### src/rtl/sync_data_sink.sv
// Destination-side sink for the data_sync channel: strobed words into a small FIFO, out via valid/ready.
// Optional SYNC_SINK_DROP_CNT_EN adds a saturating drop_cnt output counting discarded strobes.
module sync_data_sink #(
  parameter int WIDTH = 8,
  parameter int DEPTH = 4
) (
  input  logic                     dclk,
  input  logic                     rst,
  input  logic                     clr,
  input  logic                     ready,
  input  logic [WIDTH-1:0]         sync_data,
  output logic                     out_valid,
  output logic [WIDTH-1:0]         out_data,
  input  logic                     out_ready,
  output logic [$clog2(DEPTH):0]   level,
  output logic                     full,
`ifdef SYNC_SINK_DROP_CNT_EN
  output logic [7:0]               drop_cnt,
`endif
  output logic                     overflow
);

  localparam int AW = $clog2(DEPTH);

  logic [AW:0]      wr_q, wr_d;
  logic [AW:0]      rd_q, rd_d;
  logic [WIDTH-1:0] mem_q [DEPTH];
  logic [WIDTH-1:0] mem_d [DEPTH];
  logic             overflow_q, overflow_d;
  logic             push, pop, drop;

  // Pointers carry a wrap bit so full and empty differ without a spare slot.
  assign level     = wr_q - rd_q;
  assign full      = (level == (AW+1)'(DEPTH));
  assign out_valid = (wr_q != rd_q);
  assign out_data  = mem_q[rd_q[AW-1:0]];
  assign overflow  = overflow_q;

  assign pop  = out_valid & out_ready;
  assign push = ready & (~full | pop);
  assign drop = ready & ~push;

  always_comb begin
    wr_d       = wr_q;
    rd_d       = rd_q;
    mem_d      = mem_q;
    overflow_d = overflow_q;
    if (clr) begin
      wr_d       = '0;
      rd_d       = '0;
      overflow_d = 1'b0;
    end else begin
      if (push) begin
        mem_d[wr_q[AW-1:0]] = sync_data;
        wr_d                = wr_q + (AW+1)'(1);
      end
      if (pop) rd_d = rd_q + (AW+1)'(1);
      if (drop) overflow_d = 1'b1;
    end
  end

  always_ff @(posedge dclk or posedge rst) begin
    if (rst) begin
      wr_q       <= '0;
      rd_q       <= '0;
      overflow_q <= 1'b0;
      for (int i = 0; i < DEPTH; i++) mem_q[i] <= '0;
    end else begin
      wr_q       <= wr_d;
      rd_q       <= rd_d;
      overflow_q <= overflow_d;
      mem_q      <= mem_d;
    end
  end

`ifdef SYNC_SINK_DROP_CNT_EN
  logic [7:0] drop_cnt_q, drop_cnt_d;

  always_comb begin
    drop_cnt_d = drop_cnt_q;
    if (clr)                              drop_cnt_d = '0;
    else if (drop && drop_cnt_q != 8'hFF) drop_cnt_d = drop_cnt_q + 8'd1;
  end

  always_ff @(posedge dclk or posedge rst) begin
    if (rst) drop_cnt_q <= '0;
    else     drop_cnt_q <= drop_cnt_d;
  end

  assign drop_cnt = drop_cnt_q;
`endif

endmodule

### config.mk
export PLATFORM = sky130hd
export DESIGN_NAME = sync_data_sink
export DESIGN_NICKNAME = d
export VERILOG_FILES = /design/src/rtl/sync_data_sink.sv
export SDC_FILE = /design/constraint.sdc
export NUM_CORES = 1
export LEC_CHECK = 0
export ABC_AREA = 1
export CAP_MARGIN = 20
export CELL_PAD_IN_SITES_DETAIL_PLACEMENT = 1
export CELL_PAD_IN_SITES_GLOBAL_PLACEMENT = 1
export CORE_AREA = 4 4 77 79
export DETAILED_ROUTE_END_ITERATION = 6
export DIE_AREA = 0 0 81 83
export GPL_ROUTABILITY_DRIVEN = 0
export PLACE_DENSITY_LB_ADDON = 0.05
export SLEW_MARGIN = 20
export SYNTH_ARGS = -nofsm -noshare
export SYNTH_HDL_FRONTEND = slang
export SYNTH_SLANG_ARGS = --single-unit
export TNS_END_PERCENT = 50
### constraint.sdc
create_clock -name dclk -period 2.82 [get_ports dclk]
set_input_delay 0.564 -clock dclk [delete_from_list [all_inputs] [get_ports dclk]]
set_output_delay 0.564 -clock dclk [all_outputs]
set_load 0.01 [all_outputs]
==> results.cfg, run 1 <==
[status]
status = finished, final reports clean

[yosys]
ys_seq_area_share_pct = 46.0
synthCells = 256
synth.ff_latch_count = 39
ys.warnings.count = 0
syn-cell-area_um2 = 2120
syn_avg_cell_area_um2 = 8.29
synthFlopType = dfrtp_1
synthTopCellsByCount = nand2_1 (83), dfrtp_1 (39), nand4_1 (32)
synth-async-reset-ratio_pct = 100
synth_top_area_cell = dfrtp_1
yosysTopAreaCellShare_pct = 46.0
ys_types = 26
syn-num-nets = 277
synth_most_common_cell = nand2_1
synth-edff-count = 0
synth_area_leaders = dfrtp_1 (46%), nand2_1 (15%), nand4_1 (9.4%)

[power]
leakage_nw = 1.31
pwr-share-clk_pct = 17.7
power.switching_mw = 0.897
pwr-share-comb_pct = 45.5
internal-power_mw = 1.47
pwr_density_cell_nw_per_um2 = 919
seqPwrFrac_pct = 36.8
ir_drop_uv = 371
switching_share_pct = 38.0
p_total_mw = 2.36

[finish]
antenna_cells = 0
drive_gt1_share_pct = 10.8
area_growth_pct = 21.1
nNetsFinal = 307
nFillCells = 690

[clocking]
cts.hold.buffers_added = 0
cts_buffers = 5
clockRootBuffer = clkbuf_8
clk_pin_slew_ns = 0.07
cts.path.max_buffers = 2
cts_tree = done
htreeDepth = 2
insertion_delay_ns = 0.29
cts.sinks = 39

[grt]
antenna_found_initial = 0
met3_usage_pct = 3.58
met1_usage_pct = 30.6
grt_pass1_wl_mm = 10.9
grt_max_degree = 40
busiest_layer = met2
track_usage_pct = 21.1
gr-total-overflow = 0
grt_pass1_vias = 2021
use_met2_pct = 32.2

[route]
dr.first_iter.drc_count = 104
drtAntennaViolNets = 0
wl_mm = 6.36
drtPass1Iterations = 4
avgViaCountPerCell = 5.36
drc_errors = 0
avgRoutedWirePerCell_um = 17.7
vias = 1923

[setup_path]
cp_slowest_stage_delay_ns = 0.52
crit_arrival_ns = 2.09
critPathMostFrequentCell = inv_1
cp_num_buf_inv = 3
path_class = reg -> out
critPathLaunchType = flop
slowest_stage = clkdlybuf4s50_1
worst_path_dominant_cell_family = buffers and inverters
cp_max_fo = 4
cp-end-kind = output port
path_cells = inv_1, ha_1, fa_2, nand3_1, nand2_2, inv_1, clkdlybuf4s50_1
worstPathRequired_ns = 2.26

[sta]
finalSetupTns_ns = 0
grt_setup_unrepaired = false
finalCritPeriodShare_pct = 94.3
fin_crit_ns = 2.66
fin_skew_ns = 0.00489
tightest_slew_ns = 0.586
drv_slew = 0
hold_violations = 0
finalSetupViolCount = 0
whs_ns = 0.479
fmax_ghz = 0.376
slew-limit-headroom_pct = 60.9

[floorplanning]
die_x_um = 81
row_count = 27
fp.dieArea_um2 = 6720
die-height_um = 83
initial_utilization_pct = 39.8
coreArea_um2 = 5340
ios = 27

[worst_hold_path]
hold_path.class = reg -> reg

[placed_design]
hpwl_mm = 4.20
io_buffers = 26

[flow_run]
cap_violations = 0
-- cells in the final DEF (no fill, tap or decap), types with 2 or more instances in the layout --
cell             synthesis  layout
o22ai_1                  8       8
ha_1                     7       7
dfrtp_1                 39      39
clkdlybuf4s50_1          0      25
nand4_1                 32      32
nand2_2                  2       3
inv_1                   13      13
nand4_2                  4       4
inv_2                    2       2
o21ai_0                 18      18
clkbuf_8                 0       7
buf_4                    0      10
nand3_1                  6       6
nor2_1                  18      18
nand2_1                 83      82
a21oi_1                  2       2
-- timing repair --
item | 4_1_cts | 5_1_grt
endpoints found under the setup margin | 1 | 1
buffers inserted | 1 | 0
gates resized for setup | 1 | 2
hold endpoints to repair | 0 | 0
-- flip-flops by register name, indices dropped and copies added (netlist names) --
register,cells
wr_q,3
mem_q,32
rd_q,3
overflow,1
-- metal layers --
metal  wire length, µm  part of all wire (%)
met1              2990                    47
met2              2940                    46
met3               321                   5.0
met4               116                   1.8
met5                 0                     0
-- power by group through the flow --
stage	clock network, mW	registers, mW	logic [mW]
4_1_cts	0.431	0.870	1.08
2_1_floorplan	0	0.859	0.621
3_5_place_dp	0	0.881	1.07
5_1_grt	0.448	0.899	1.20
6_report	0.419	0.870	1.07
3_3_place_gp	0	0.876	1.05
-- stage by stage --
step           setup WS, ns  utilization, %  cells  area (µm²)
2_1_floorplan         0.870               -    256        2120
5_1_grt              0.0483            48.1    359        2570
4_1_cts               0.105            48.1    359        2560
6_report              0.161            48.1    359        2570
3_5_place_dp          0.243            46.1    350        2460
3_3_place_gp          0.354            46.1    350        2460
-- worst paths after layout --
kind / startpoint / end / slack, ns / cells past startpoint
max: wr_q[0] / level[2] / 0.16 / 7
min: mem_q[16] / mem_q[16] / 0.48 / 2
max reg2reg: wr_q[0] / wr_q[0] / 0.50 / 11
min reg2reg: mem_q[16] / mem_q[16] / 0.48 / 2
max in group asynchronous: rst / rd_q[2] / 1.76 / 3
min in group asynchronous: rst / mem_q[1] / 0.70 / 3
-- cells by family after synthesis --
logic type | Yosys count | synth area share, %
xor+xnor | 1 | 0.413
simple gates | 149 | 33.7
fa+ha+maj | 8 | 5.07
buf+inv | 29 | 6.66
flops | 39 | 46.0
compound gates | 30 | 8.20
-- tightest hold or removal path, cell delays in order, from the launching register on --
cell and delay (ns):
dfrtp_1 0.34, nand2_1 0.05, nand2_1 0.05
-- area by class of cell --
| class | count | area (µm²) | share of cell area [%] |
|---|---|---|---|
| Clock buffer | 8 | 100 | 3.89 |
| Multi-Input combinational cell | 188 | 1010 | 39.3 |
| Sequential cell | 39 | 976 | 38.0 |
| Timing Repair Buffer | 36 | 334 | 13.0 |
| Tap cell | 72 | 90.1 | 3.51 |
| Inverter | 16 | 60.1 | 2.34 |
Power figures use the tool's default switching activity.
==> inputs of run 2 (changes only) <==
--- a/constraint.sdc
+++ b/constraint.sdc
@@ -3,2 +3,2 @@
 set_output_delay 0.564 -clock dclk [all_outputs]
-set_load 0.01 [all_outputs]
+set_load 0.1 [all_outputs]
==> run 2 against run 1 <==
Fmax up 4.2%. Global-route usage down 0.28 points. Sequential share of layout area down 1.7 points. Die area unchanged. Setup slack better by 0.11 ns.
==> results.cfg, run 2 (synthesized netlist as in run 1, its figures left out) <==
[grt]
grt_max_degree = 40
gr-total-overflow = 0
grt_pass1_wl_mm = 10.6
grt_pass1_vias = 1987
track_usage_pct = 20.8
antenna_found_initial = 0

[placed_design]
dp_slack_ns = 0.475
io_buffers = 26
hpwl_mm = 4.21

[finish]
nNetsFinal = 304
multi_input_area_um2 = 1030
regArea_um2 = 976
antenna_cells = 0
largest_reg_flops = 32
area_growth_pct = 26.7
final_common_cell = nand2_1
drive_gt1_share_pct = 15.8
final_cell_mix = nand2_1 (83), dfrtp_1 (39), nand4_1 (32)
largestRegisters = mem_q: 32 flops, rd_q: 3 flops, wr_q: 3 flops
nFillCells = 652
top_register = mem_q

[clocking]
cts.sinks = 39
clk_pin_slew_ns = 0.08
cts_tree = done
insertion_delay_ns = 0.29
cts_buffers = 5
htreeDepth = 2
cts_resized = 0
post_cts_buffers = 0
cts.path.max_buffers = 2
clockRootBuffer = clkbuf_8
cts.hold.buffers_added = 0

[sta]
tightest_slew_ns = 0.530
setup_ws_ns = 0.269
finalSetupViolCount = 0
fmax_ghz = 0.392
finalCritPeriodShare_pct = 90.5
hold_violations = 0
fin_skew_ns = 0.00775
grt_setup_unrepaired = false
drv_slew = 0
slew-limit-headroom_pct = 64.7
whs_ns = 0.480
fin_crit_ns = 2.55

[power]
seqPwrFrac_pct = 24.7
ir_drop_uv = 1320
internal-power_mw = 1.71
pwr-share-clk_pct = 12.0
pwr_density_cell_nw_per_um2 = 1330
pwr-share-comb_pct = 63.3
power.switching_mw = 1.85
switching_share_pct = 52.0
leakage_nw = 1.37

[status]
status = finished, final reports clean

[route]
wl_mm = 6.25
avgRoutedWirePerCell_um = 17.6
drc_errors = 0
drtAntennaViolNets = 0
drtPass1Iterations = 4
dr.first_iter.drc_count = 122
vias = 1892
avgViaCountPerCell = 5.31

[setup_path]
slowest_stage = dfrtp_1
r2r_end = wr_q[2]
ff2ff_path_depth = 11
worstPathRequired_ns = 2.26
cp_num_buf_inv = 2
worst_path_dominant_cell_family = adder cells
r2r_slack_ns = 0.50
critPathLaunchType = flop
r2r-start = wr_q[0]
cp_slowest_stage_delay_ns = 0.40
crit_arrival_ns = 1.99
path_class = reg -> out
crit_cells = 7
crit_start = wr_q[0]
cp-end-kind = output port
crit_end = full
path_cells = inv_1, ha_1, fa_1, nand3_1, nand2_1, nor2_2, buf_12
cp_max_fo = 4

[floorplanning]
ios = 27
die-height_um = 83
die_x_um = 81
coreArea_um2 = 5340
row_count = 27
initial_utilization_pct = 39.8
fp.dieArea_um2 = 6720

[worst_hold_path]
min_path_cells = 2
hold_path.class = reg -> reg

[flow_run]
cap_violations = 0
run 2: per-stage QoR:
stage,TNS [ns],power [mW],util (%),instance area (µm²),cells
6_report,0,3.56,50.4,2690,356
3_3_place_gp,0,3.14,48.4,2580,348
5_1_grt,0,3.77,50.4,2690,356
4_1_cts,0,3.60,50.4,2690,356
3_5_place_dp,0,3.16,48.4,2580,348
2_1_floorplan,-0.521,2.39,-,2150,256
run 2: layout make-up:
| type | count | share of cell area [%] |
|---|---|---|
| timing repair buffer | 33 | 15.9 |
| clock buffer | 7 | 3.58 |
| sequential | 39 | 36.3 |
| multi-input combinational | 188 | 38.3 |
| inverter | 16 | 2.23 |
| tap | 72 | 3.35 |
| clock inverter | 1 | 0.279 |
run 2: layer usage:
metal  vias to the layer above  wire length, µm  GRT usage (%)
li1                        927                -              -
met1                       932             2970           30.0
met2                        29             3040           32.3
met3                         4              191           3.80
met4                         0               51           4.61
met5                         -                0              0
run 2: worst reg2reg max path: stages, from the launching register on:
cell and delay [ns]:
dfrtp_1 0.40, inv_1 0.11, ha_1 0.22, fa_1 0.46, nand2_1 0.11, inv_1 0.04
nand3_1 0.12, nor2_4 0.07, nor2_8 0.37, nor2_1 0.15, nand2_1 0.09, nand2_1 0.06
run 2: how the worst min path moves through the flow:
stage          startpoint         to  slack [ns]
4_1_cts         mem_q[21]  mem_q[21]        0.48
5_1_grt         mem_q[21]  mem_q[21]        0.52
3_5_place_dp    mem_q[21]  mem_q[21]        0.46
3_3_place_gp    mem_q[13]  mem_q[13]        0.46
6_report        mem_q[16]  mem_q[16]        0.48
2_1_floorplan   mem_q[15]  mem_q[15]        0.44
run 2: power groups by stage:
| stage | sequential [mW] | combinational [mW] | clock [mW] |
|---|---|---|---|
| after floorplan | 0.873 | 1.51 | 0 |
| after global placement | 0.884 | 2.25 | 0 |
| after detailed placement | 0.888 | 2.27 | 0 |
| after CTS | 0.879 | 2.28 | 0.441 |
| after global routing | 0.912 | 2.39 | 0.469 |
| final | 0.880 | 2.26 | 0.428 |
